<file path="config.mk">
export PLATFORM = sky130hd
export DESIGN_NAME = lsu_bus_flat
export DESIGN_NICKNAME = d
export VERILOG_FILES = /design/src/rtl/lsu_bus_if.sv /design/src/rtl/lsu_bus.sv /design/src/flat_wrapper.sv
export SDC_FILE = /design/constraint.sdc
export NUM_CORES = 1
export LEC_CHECK = 0
export ABC_AREA = 1
export BUFFER_PORTS_ARGS = -buffer_cell sky130_fd_sc_hd__buf_2
export CORE_MARGIN = 2
export CORE_UTILIZATION = 49
export CTS_CLUSTER_DIAMETER = 150
export DETAILED_ROUTE_END_ITERATION = 16
export PLACE_DENSITY = 0.82
export SETUP_SLACK_MARGIN = 0.5
export SYNTH_ARGS = -nofsm -noshare
export SYNTH_HDL_FRONTEND = slang
export SYNTH_SLANG_ARGS = --single-unit
</file>
<file path="constraint.sdc">
create_clock -name clk -period 3.6 [get_ports clk]
set_input_delay 0 -clock clk [delete_from_list [all_inputs] [get_ports clk]]
set_output_delay 0 -clock clk [all_outputs]
set_load 0.02 [all_outputs]
</file>
<file path="src/rtl/lsu_bus_if.sv">
// Data-bus channel between the load/store unit and memory.
// The master side (LSU) drives the request; the slave side (memory) returns ack and read data.
interface lsu_bus_if;
    logic        bus_req_o;
    logic        bus_we_o;
    logic [31:0] bus_addr_o;
    logic [31:0] bus_wdata_o;
    logic [3:0]  bus_wstrb_o;
    logic        bus_ack_i;
    logic [31:0] bus_rdata_i;

    modport master (
        output bus_req_o,
        output bus_we_o,
        output bus_addr_o,
        output bus_wdata_o,
        output bus_wstrb_o,
        input  bus_ack_i,
        input  bus_rdata_i
    );

    modport slave (
        input  bus_req_o,
        input  bus_we_o,
        input  bus_addr_o,
        input  bus_wdata_o,
        input  bus_wstrb_o,
        output bus_ack_i,
        output bus_rdata_i
    );
endinterface

</file>
<file path="src/rtl/lsu_bus.sv">
// Load/store unit bus adapter.
// Takes one load or store from execute, checks alignment, issues a single word-aligned
// bus transaction with byte strobes, waits for ack (or times out), then writes back the
// extended load result for one cycle. The pipeline is held while a transaction is in flight.
module lsu_bus #(
    parameter int unsigned ACK_TIMEOUT = 16
) (
    input  logic        clk,
    input  logic        rst,

    input  logic        mem_re_i,
    input  logic        mem_we_i,
    input  logic [31:0] mem_raddr_i,
    input  logic [31:0] mem_waddr_i,
    input  logic [31:0] mem_wdata_i,
    input  logic [1:0]  byte_sel_i,
    input  logic        un_sign_i,
    input  logic [4:0]  rd_waddr_i,

    lsu_bus_if.master   bus,

    output logic        rd_we_o,
    output logic [4:0]  rd_waddr_o,
    output logic [31:0] rd_wdata_o,
    output logic        hold_o,
    output logic        misalign_o,
    output logic        timeout_o
);

    localparam logic [1:0] StIdle = 2'd0;
    localparam logic [1:0] StBusy = 2'd1;
    localparam logic [1:0] StDone = 2'd2;

    // Normalised access sizes; byte_sel 11 folds into word.
    localparam logic [1:0] SzByte = 2'b00;
    localparam logic [1:0] SzHalf = 2'b01;
    localparam logic [1:0] SzWord = 2'b10;

    localparam logic [7:0] CntLast = 8'(ACK_TIMEOUT - 1);

    logic [1:0]  state_q, state_d;
    logic [7:0]  cnt_q, cnt_d;

    // Captured request
    logic [31:0] addr_q;
    logic        we_q;
    logic [1:0]  size_q;
    logic        unsign_q;
    logic [4:0]  rd_q;
    logic [31:0] wdata_q;
    logic [3:0]  wstrb_q;

    // Completion results
    logic [31:0] rdata_q;
    logic        rd_we_q;
    logic        misalign_q;
    logic        timeout_q;

    // Request decode
    logic        req;
    logic        is_store;
    logic [31:0] req_addr;
    logic [1:0]  req_size;
    logic        misaligned;
    logic        accept;
    logic [31:0] lane_wdata;
    logic [3:0]  lane_wstrb;

    // Bus-side decode
    logic        ack_hit;
    logic        ack_timeout;
    logic [7:0]  load_byte;
    logic [15:0] load_half;
    logic [31:0] load_ext;

    // Decode the incoming request and check alignment.
    always_comb begin
        req      = mem_re_i | mem_we_i;
        is_store = mem_we_i;
        req_addr = is_store ? mem_waddr_i : mem_raddr_i;
        req_size = (byte_sel_i == 2'b11) ? SzWord : byte_sel_i;

        misaligned = 1'b0;
        if (req_size == SzHalf && req_addr[0]) begin
            misaligned = 1'b1;
        end
        if (req_size == SzWord && req_addr[1:0] != 2'b00) begin
            misaligned = 1'b1;
        end

        accept = (state_q == StIdle) && req && !misaligned;
    end

    // Build the lane-replicated store data and byte strobes; loads carry no strobes.
    always_comb begin
        lane_wdata = 32'h0;
        lane_wstrb = 4'b0000;
        if (is_store) begin
            unique case (req_size)
                SzByte: begin
                    lane_wdata = {4{mem_wdata_i[7:0]}};
                    lane_wstrb = 4'b0001 << req_addr[1:0];
                end
                SzHalf: begin
                    lane_wdata = {2{mem_wdata_i[15:0]}};
                    lane_wstrb = 4'b0011 << req_addr[1:0];
                end
                default: begin
                    lane_wdata = mem_wdata_i;
                    lane_wstrb = 4'b1111;
                end
            endcase
        end
    end

    // Pick the addressed byte/halfword out of the read word and extend it.
    always_comb begin
        unique case (addr_q[1:0])
            2'd0:    load_byte = bus.bus_rdata_i[7:0];
            2'd1:    load_byte = bus.bus_rdata_i[15:8];
            2'd2:    load_byte = bus.bus_rdata_i[23:16];
            default: load_byte = bus.bus_rdata_i[31:24];
        endcase
        load_half = addr_q[1] ? bus.bus_rdata_i[31:16] : bus.bus_rdata_i[15:0];

        unique case (size_q)
            SzByte:  load_ext = {{24{load_byte[7] & ~unsign_q}}, load_byte};
            SzHalf:  load_ext = {{16{load_half[15] & ~unsign_q}}, load_half};
            default: load_ext = bus.bus_rdata_i;
        endcase
    end

    // Ack only counts while a transaction is outstanding; ack beats the timeout.
    always_comb begin
        ack_hit     = (state_q == StBusy) && bus.bus_ack_i;
        ack_timeout = (state_q == StBusy) && !bus.bus_ack_i && (cnt_q == CntLast);
    end

    // Next-state and timeout counter.
    always_comb begin
        state_d = state_q;
        cnt_d   = cnt_q;
        unique case (state_q)
            StIdle: begin
                if (accept) begin
                    state_d = StBusy;
                    cnt_d   = 8'd0;
                end
            end
            StBusy: begin
                if (ack_hit || ack_timeout) begin
                    state_d = StDone;
                end else begin
                    cnt_d = cnt_q + 8'd1;
                end
            end
            StDone: begin
                // The finishing instruction is still presented upstream; never re-accept here.
                state_d = StIdle;
            end
            default: begin
                state_d = StIdle;
                cnt_d   = 8'd0;
            end
        endcase
    end

    // FSM state and counter registers.
    always_ff @(posedge clk or posedge rst) begin
        if (rst) begin
            state_q <= StIdle;
            cnt_q   <= 8'd0;
        end else begin
            state_q <= state_d;
            cnt_q   <= cnt_d;
        end
    end

    // Capture the request on accept so the bus sees stable values throughout BUSY.
    always_ff @(posedge clk or posedge rst) begin
        if (rst) begin
            addr_q   <= 32'h0;
            we_q     <= 1'b0;
            size_q   <= SzByte;
            unsign_q <= 1'b0;
            rd_q     <= 5'd0;
            wdata_q  <= 32'h0;
            wstrb_q  <= 4'b0000;
        end else if (accept) begin
            addr_q   <= req_addr;
            we_q     <= is_store;
            size_q   <= req_size;
            unsign_q <= un_sign_i;
            rd_q     <= rd_waddr_i;
            wdata_q  <= lane_wdata;
            wstrb_q  <= lane_wstrb;
        end
    end

    // Latch the completion result; write-back is only armed for an acked load to a real register.
    always_ff @(posedge clk or posedge rst) begin
        if (rst) begin
            rdata_q <= 32'h0;
            rd_we_q <= 1'b0;
        end else if (ack_hit || ack_timeout) begin
            rdata_q <= ack_hit ? load_ext : 32'h0;
            rd_we_q <= ack_hit && !we_q && (rd_q != 5'd0);
        end
    end

    // One-cycle status pulses, raised the cycle after the event.
    always_ff @(posedge clk or posedge rst) begin
        if (rst) begin
            misalign_q <= 1'b0;
            timeout_q  <= 1'b0;
        end else begin
            misalign_q <= (state_q == StIdle) && req && misaligned;
            timeout_q  <= ack_timeout;
        end
    end

    // Output drive; hold is raised combinationally on accept but forced low under reset.
    always_comb begin
        bus.bus_req_o   = (state_q == StBusy);
        bus.bus_we_o    = we_q;
        bus.bus_addr_o  = {addr_q[31:2], 2'b00};
        bus.bus_wdata_o = wdata_q;
        bus.bus_wstrb_o = wstrb_q;

        hold_o     = (state_q == StBusy) || (accept && !rst);
        rd_we_o    = (state_q == StDone) && rd_we_q;
        rd_waddr_o = rd_q;
        rd_wdata_o = rdata_q;
        misalign_o = misalign_q;
        timeout_o  = timeout_q;
    end

endmodule

</file>
<file path="src/flat_wrapper.sv">
// flat-port wrapper written by rule: the top's interface ports become plain ports
module lsu_bus_flat 
#(
    parameter int unsigned ACK_TIMEOUT = 16
)
  (clk, rst, mem_re_i, mem_we_i, mem_raddr_i, mem_waddr_i, mem_wdata_i, byte_sel_i, un_sign_i, rd_waddr_i, rd_we_o, rd_waddr_o, rd_wdata_o, hold_o, misalign_o, timeout_o, bus_bus_req_o, bus_bus_we_o, bus_bus_addr_o, bus_bus_wdata_o, bus_bus_wstrb_o, bus_bus_ack_i, bus_bus_rdata_i);
  lsu_bus_if bus_i ();
  input  logic clk;
  input  logic rst;
  input  logic mem_re_i;
  input  logic mem_we_i;
  input  logic [31:0] mem_raddr_i;
  input  logic [31:0] mem_waddr_i;
  input  logic [31:0] mem_wdata_i;
  input  logic [1:0] byte_sel_i;
  input  logic un_sign_i;
  input  logic [4:0] rd_waddr_i;
  output logic rd_we_o;
  output logic [4:0] rd_waddr_o;
  output logic [31:0] rd_wdata_o;
  output logic hold_o;
  output logic misalign_o;
  output logic timeout_o;
  output wire logic [$bits(bus_i.bus_req_o)-1:0] bus_bus_req_o;
  output wire logic [$bits(bus_i.bus_we_o)-1:0] bus_bus_we_o;
  output wire logic [$bits(bus_i.bus_addr_o)-1:0] bus_bus_addr_o;
  output wire logic [$bits(bus_i.bus_wdata_o)-1:0] bus_bus_wdata_o;
  output wire logic [$bits(bus_i.bus_wstrb_o)-1:0] bus_bus_wstrb_o;
  input wire logic [$bits(bus_i.bus_ack_i)-1:0] bus_bus_ack_i;
  input wire logic [$bits(bus_i.bus_rdata_i)-1:0] bus_bus_rdata_i;
  assign bus_bus_req_o = bus_i.bus_req_o;
  assign bus_bus_we_o = bus_i.bus_we_o;
  assign bus_bus_addr_o = bus_i.bus_addr_o;
  assign bus_bus_wdata_o = bus_i.bus_wdata_o;
  assign bus_bus_wstrb_o = bus_i.bus_wstrb_o;
  assign bus_i.bus_ack_i = bus_bus_ack_i;
  assign bus_i.bus_rdata_i = bus_bus_rdata_i;
  lsu_bus #(.ACK_TIMEOUT(ACK_TIMEOUT)) u_core (.clk(clk), .rst(rst), .mem_re_i(mem_re_i), .mem_we_i(mem_we_i), .mem_raddr_i(mem_raddr_i), .mem_waddr_i(mem_waddr_i), .mem_wdata_i(mem_wdata_i), .byte_sel_i(byte_sel_i), .un_sign_i(un_sign_i), .rd_waddr_i(rd_waddr_i), .bus(bus_i), .rd_we_o(rd_we_o), .rd_waddr_o(rd_waddr_o), .rd_wdata_o(rd_wdata_o), .hold_o(hold_o), .misalign_o(misalign_o), .timeout_o(timeout_o));
endmodule
</file>
==> flow_summary.toml <==
[logic_synthesis]
ys.flop_type = "dfrtp_1"
yosysUniqueCellTypes = 34
synthCells = 837
synth-xor-area-share_pct = 0.411
synthMuxAreaShare_pct = 4.69
synth_enable_flop_cells = 0
ys_ff_latch = 122
synth_compound_area_share_pct = 7.45
yosysWarnings = 0
synthAdderAreaFrac_pct = 0.196
netlist_area_um2 = 6400
seq_area_frac_synth_pct = 47.7
syn_area_per_cell_um2 = 7.64
synthArstFlopShare_pct = 100
synth-simple-area-share_pct = 29.6
synth_top_family_by_area = "simple AND/OR/NAND/NOR gates"

[critical_path]
cp_num_cells = 10
crit_family = "simple AND/OR/NAND/NOR gates"
r2r_cells = 8
cp_slowest_cell = "nor2_4"
crit_chain = "dlygate4sd3_1, buf_2, inv_2, nand2_2, inv_2, nand2_2, nand3_4, nor2_4, nand2_1, nand2_1"
path_class = "in2reg"
crit_arrival_ns = 2.73
critPathBufInv = 4
start_kind = "input port"
worstPathMaxFanout = 36
cp.required_ns = 3.93
cpPeakStageDelay_ns = 0.73
cp-end-kind = "flip-flop"

[sta]
fmax_mhz = 418
rsz0062_at_grt = "false"
finalSetupViolCount = 0
tightest_slew_ns = 0.927
hold_violations = 0
slew-limit-headroom_pct = 38.2
setup_tns_ns = 0
maxSlewViolCount = 0
min_period_ns = 2.39
finClkSkew_ns = 0.0104
fin_crit_sh_pct = 66.5

[layout]
fillers = 843
final_cell_mix = "nand2_1, buf_2, dlygate4sd3_1, dfrtp_1, nor2_1"
seqCellArea_um2 = 3050
stdcell_count = 1357
nets = 1314
mostFrequentLayoutCell = "nand2_1"
antenna_cells = 0
area_growth_pct = 46.5
post-route-util_pct = 74.0
drive_gt1_share_pct = 25.6
multi_input_area_um2 = 2720

[global_routing]
grt_max_degree = 90
grt_pass1_wl_um = 34600
antenna_found_initial = 0
overflow = 0
grt_pass1_vias = 7069
grtUsageTotal_pct = 31.0

[die]
pin_count = 252
start_util_pct = 50.5
rows = 41
die_w_um = 118
die_h_um = 118
core-area_um2 = 12700
dieArea_um2 = 14000

[worst_hold_path]
hp-class = "in2reg"
worstHoldPathCells = 5

[place]
port_buffers = 249
dp.final_hpwl_um = 12600
gp_congestion = 0.887
dp.cells = 1192

[cts]
cts_buffers = 17
clk_pin_slew_ns = 0.05
htreeDepth = 4
tritoncts = "done"
clk_latency_ns = 0.41
ctsResizeCount = 0
cts_root_buf = "clkbuf_16"
clkSinkCount = 122
clk_path_buf_depth = 2

[detailed_routing]
drt_wl_total_um = 21700
detail_route.wl_per_cell_um = 16.0
via_per_inst = 5.16
num_vias = 7006
ant_nets = 0
route.detailed.drc = 0
drt-initial-drc-count = 729
drt_first_pass_iters = 6

[pwr]
ir_worst_vdd_mv = 0.549
powerDensity_nw_per_um2 = 765
p_leak_nw = 5.23

[status]
status = "finished, final reports clean"

[flow_run]
drv_cap = 0
## metal layers
layer | global-route usage [%] | wire [µm] | up-vias
li1 | - | - | 3276
met2 | 53.1 | 10700 | 419
met3 | 7.34 | 1590 | 105
met1 | 34.8 | 8170 | 3206
met4 | 19.0 | 1240 | 0
met5 | 0 | 0 | -
## sequential cells by signal, summed over array words and instances (netlist names)
name and count:
u_core.bus.bus_wdata_o 32, u_core.rd_we_q 1, u_core.cnt_q 8, u_core.bus.bus_we_o 1, u_core.size_q 2, u_core.state_q 2
u_core.rd_wdata_o 32, u_core.rd_waddr_o 5, u_core.timeout_o 1, u_core.bus.bus_wstrb_o 4, u_core.misalign_o 1, u_core.addr_q 32
u_core.unsign_q 1
## power breakdown
part	total, mW	internal [mW]	switching, mW	leakage [nW]
combinational	3.13	1.04	2.08	3.39
clock	1.62	1.02	0.605	0.281
sequential	2.42	1.97	0.444	1.56
total	7.17	4.04	3.13	5.23
## worst min-delay path, stage by stage
cell	delay [ns]
buf_2	0.09
inv_1	0.04
nand2_1	0.05
nand2_2	0.11
o21ai_1	0.08
## stage by stage
step	area [µm²]	total power [mW]	hold WS (ns)	worst slack (ns)
5_1_grt	9370	7.60	0.0253	0.993
4_1_cts	9370	7.06	0.00232	1.28
2_1_floorplan	6410	4.55	0.110	2.10
3_3_place_gp	7460	5.24	0.195	1.34
6_report	9370	7.17	0.0144	1.21
3_5_place_dp	7460	5.30	0.199	1.30
## final timing paths
path / from / to / slack (ns)
min in group asynchronous: rst / u_core.cnt_q[6]$_DFFE_PP0P_ / 0.36
worst max-delay path: byte_sel_i[1] / u_core.bus.bus_wdata_o[5]$_DFFE_PP0P_ / 1.21
worst min register to register: u_core.rd_wdata_o[6]$_DFFE_PP0P_ / u_core.rd_wdata_o[6]$_DFFE_PP0P_ / 0.47
max in group asynchronous: rst / u_core.rd_wdata_o[13]$_DFFE_PP0P_ / 2.33
worst max register to register: u_core.state_q[0]$_DFFE_PP0P_ / u_core.rd_wdata_o[27]$_DFFE_PP0P_ / 1.23
worst min-delay path: mem_raddr_i[0] / u_core.addr_q[0]$_DFFE_PP0P_ / 0.01
## synthesized netlist by cell type (5+ instances only)
master | count | area (µm²)
o21ai_1 | 23 | 115
nor2_1 | 63 | 236
clkbuf_1 | 13 | 48.8
nand3_1 | 30 | 150
inv_1 | 41 | 154
dfrtp_1 | 122 | 3050
buf_4 | 35 | 263
mux2i_1 | 30 | 300
buf_6 | 5 | 56.3
o21ai_0 | 34 | 170
a21oi_1 | 22 | 110
nand2_2 | 6 | 37.5
nand2_1 | 360 | 1350
buf_2 | 18 | 90.1
## cells by family (layout without fill, tap and decap cells)
group | Yosys count | count (layout)
simple gates | 473 | 473
flops | 122 | 122
buf+inv | 117 | 464
compound gates | 90 | 90
mux | 30 | 30
xor+xnor | 3 | 3
fa+ha+maj | 1 | 1
other cells | 1 | 2
## final cells by class
| cell class | count | share of cell area, % |
|---|---|---|
| Tap cell | 172 | 2.30 |
| Multi-Input combinational cell | 599 | 29.0 |
| Sequential cell | 122 | 32.6 |
| Inverter | 46 | 1.91 |
| Timing Repair Buffer | 386 | 28.1 |
| Clock buffer | 21 | 5.13 |
| Clock inverter | 11 | 1.01 |
## what timing repair did
action                    4_1_cts  5_1_grt
hold buffers                  133        0
hold endpoints to repair      143        0
buffers inserted                0        0
(Power assumes the default switching activity.)
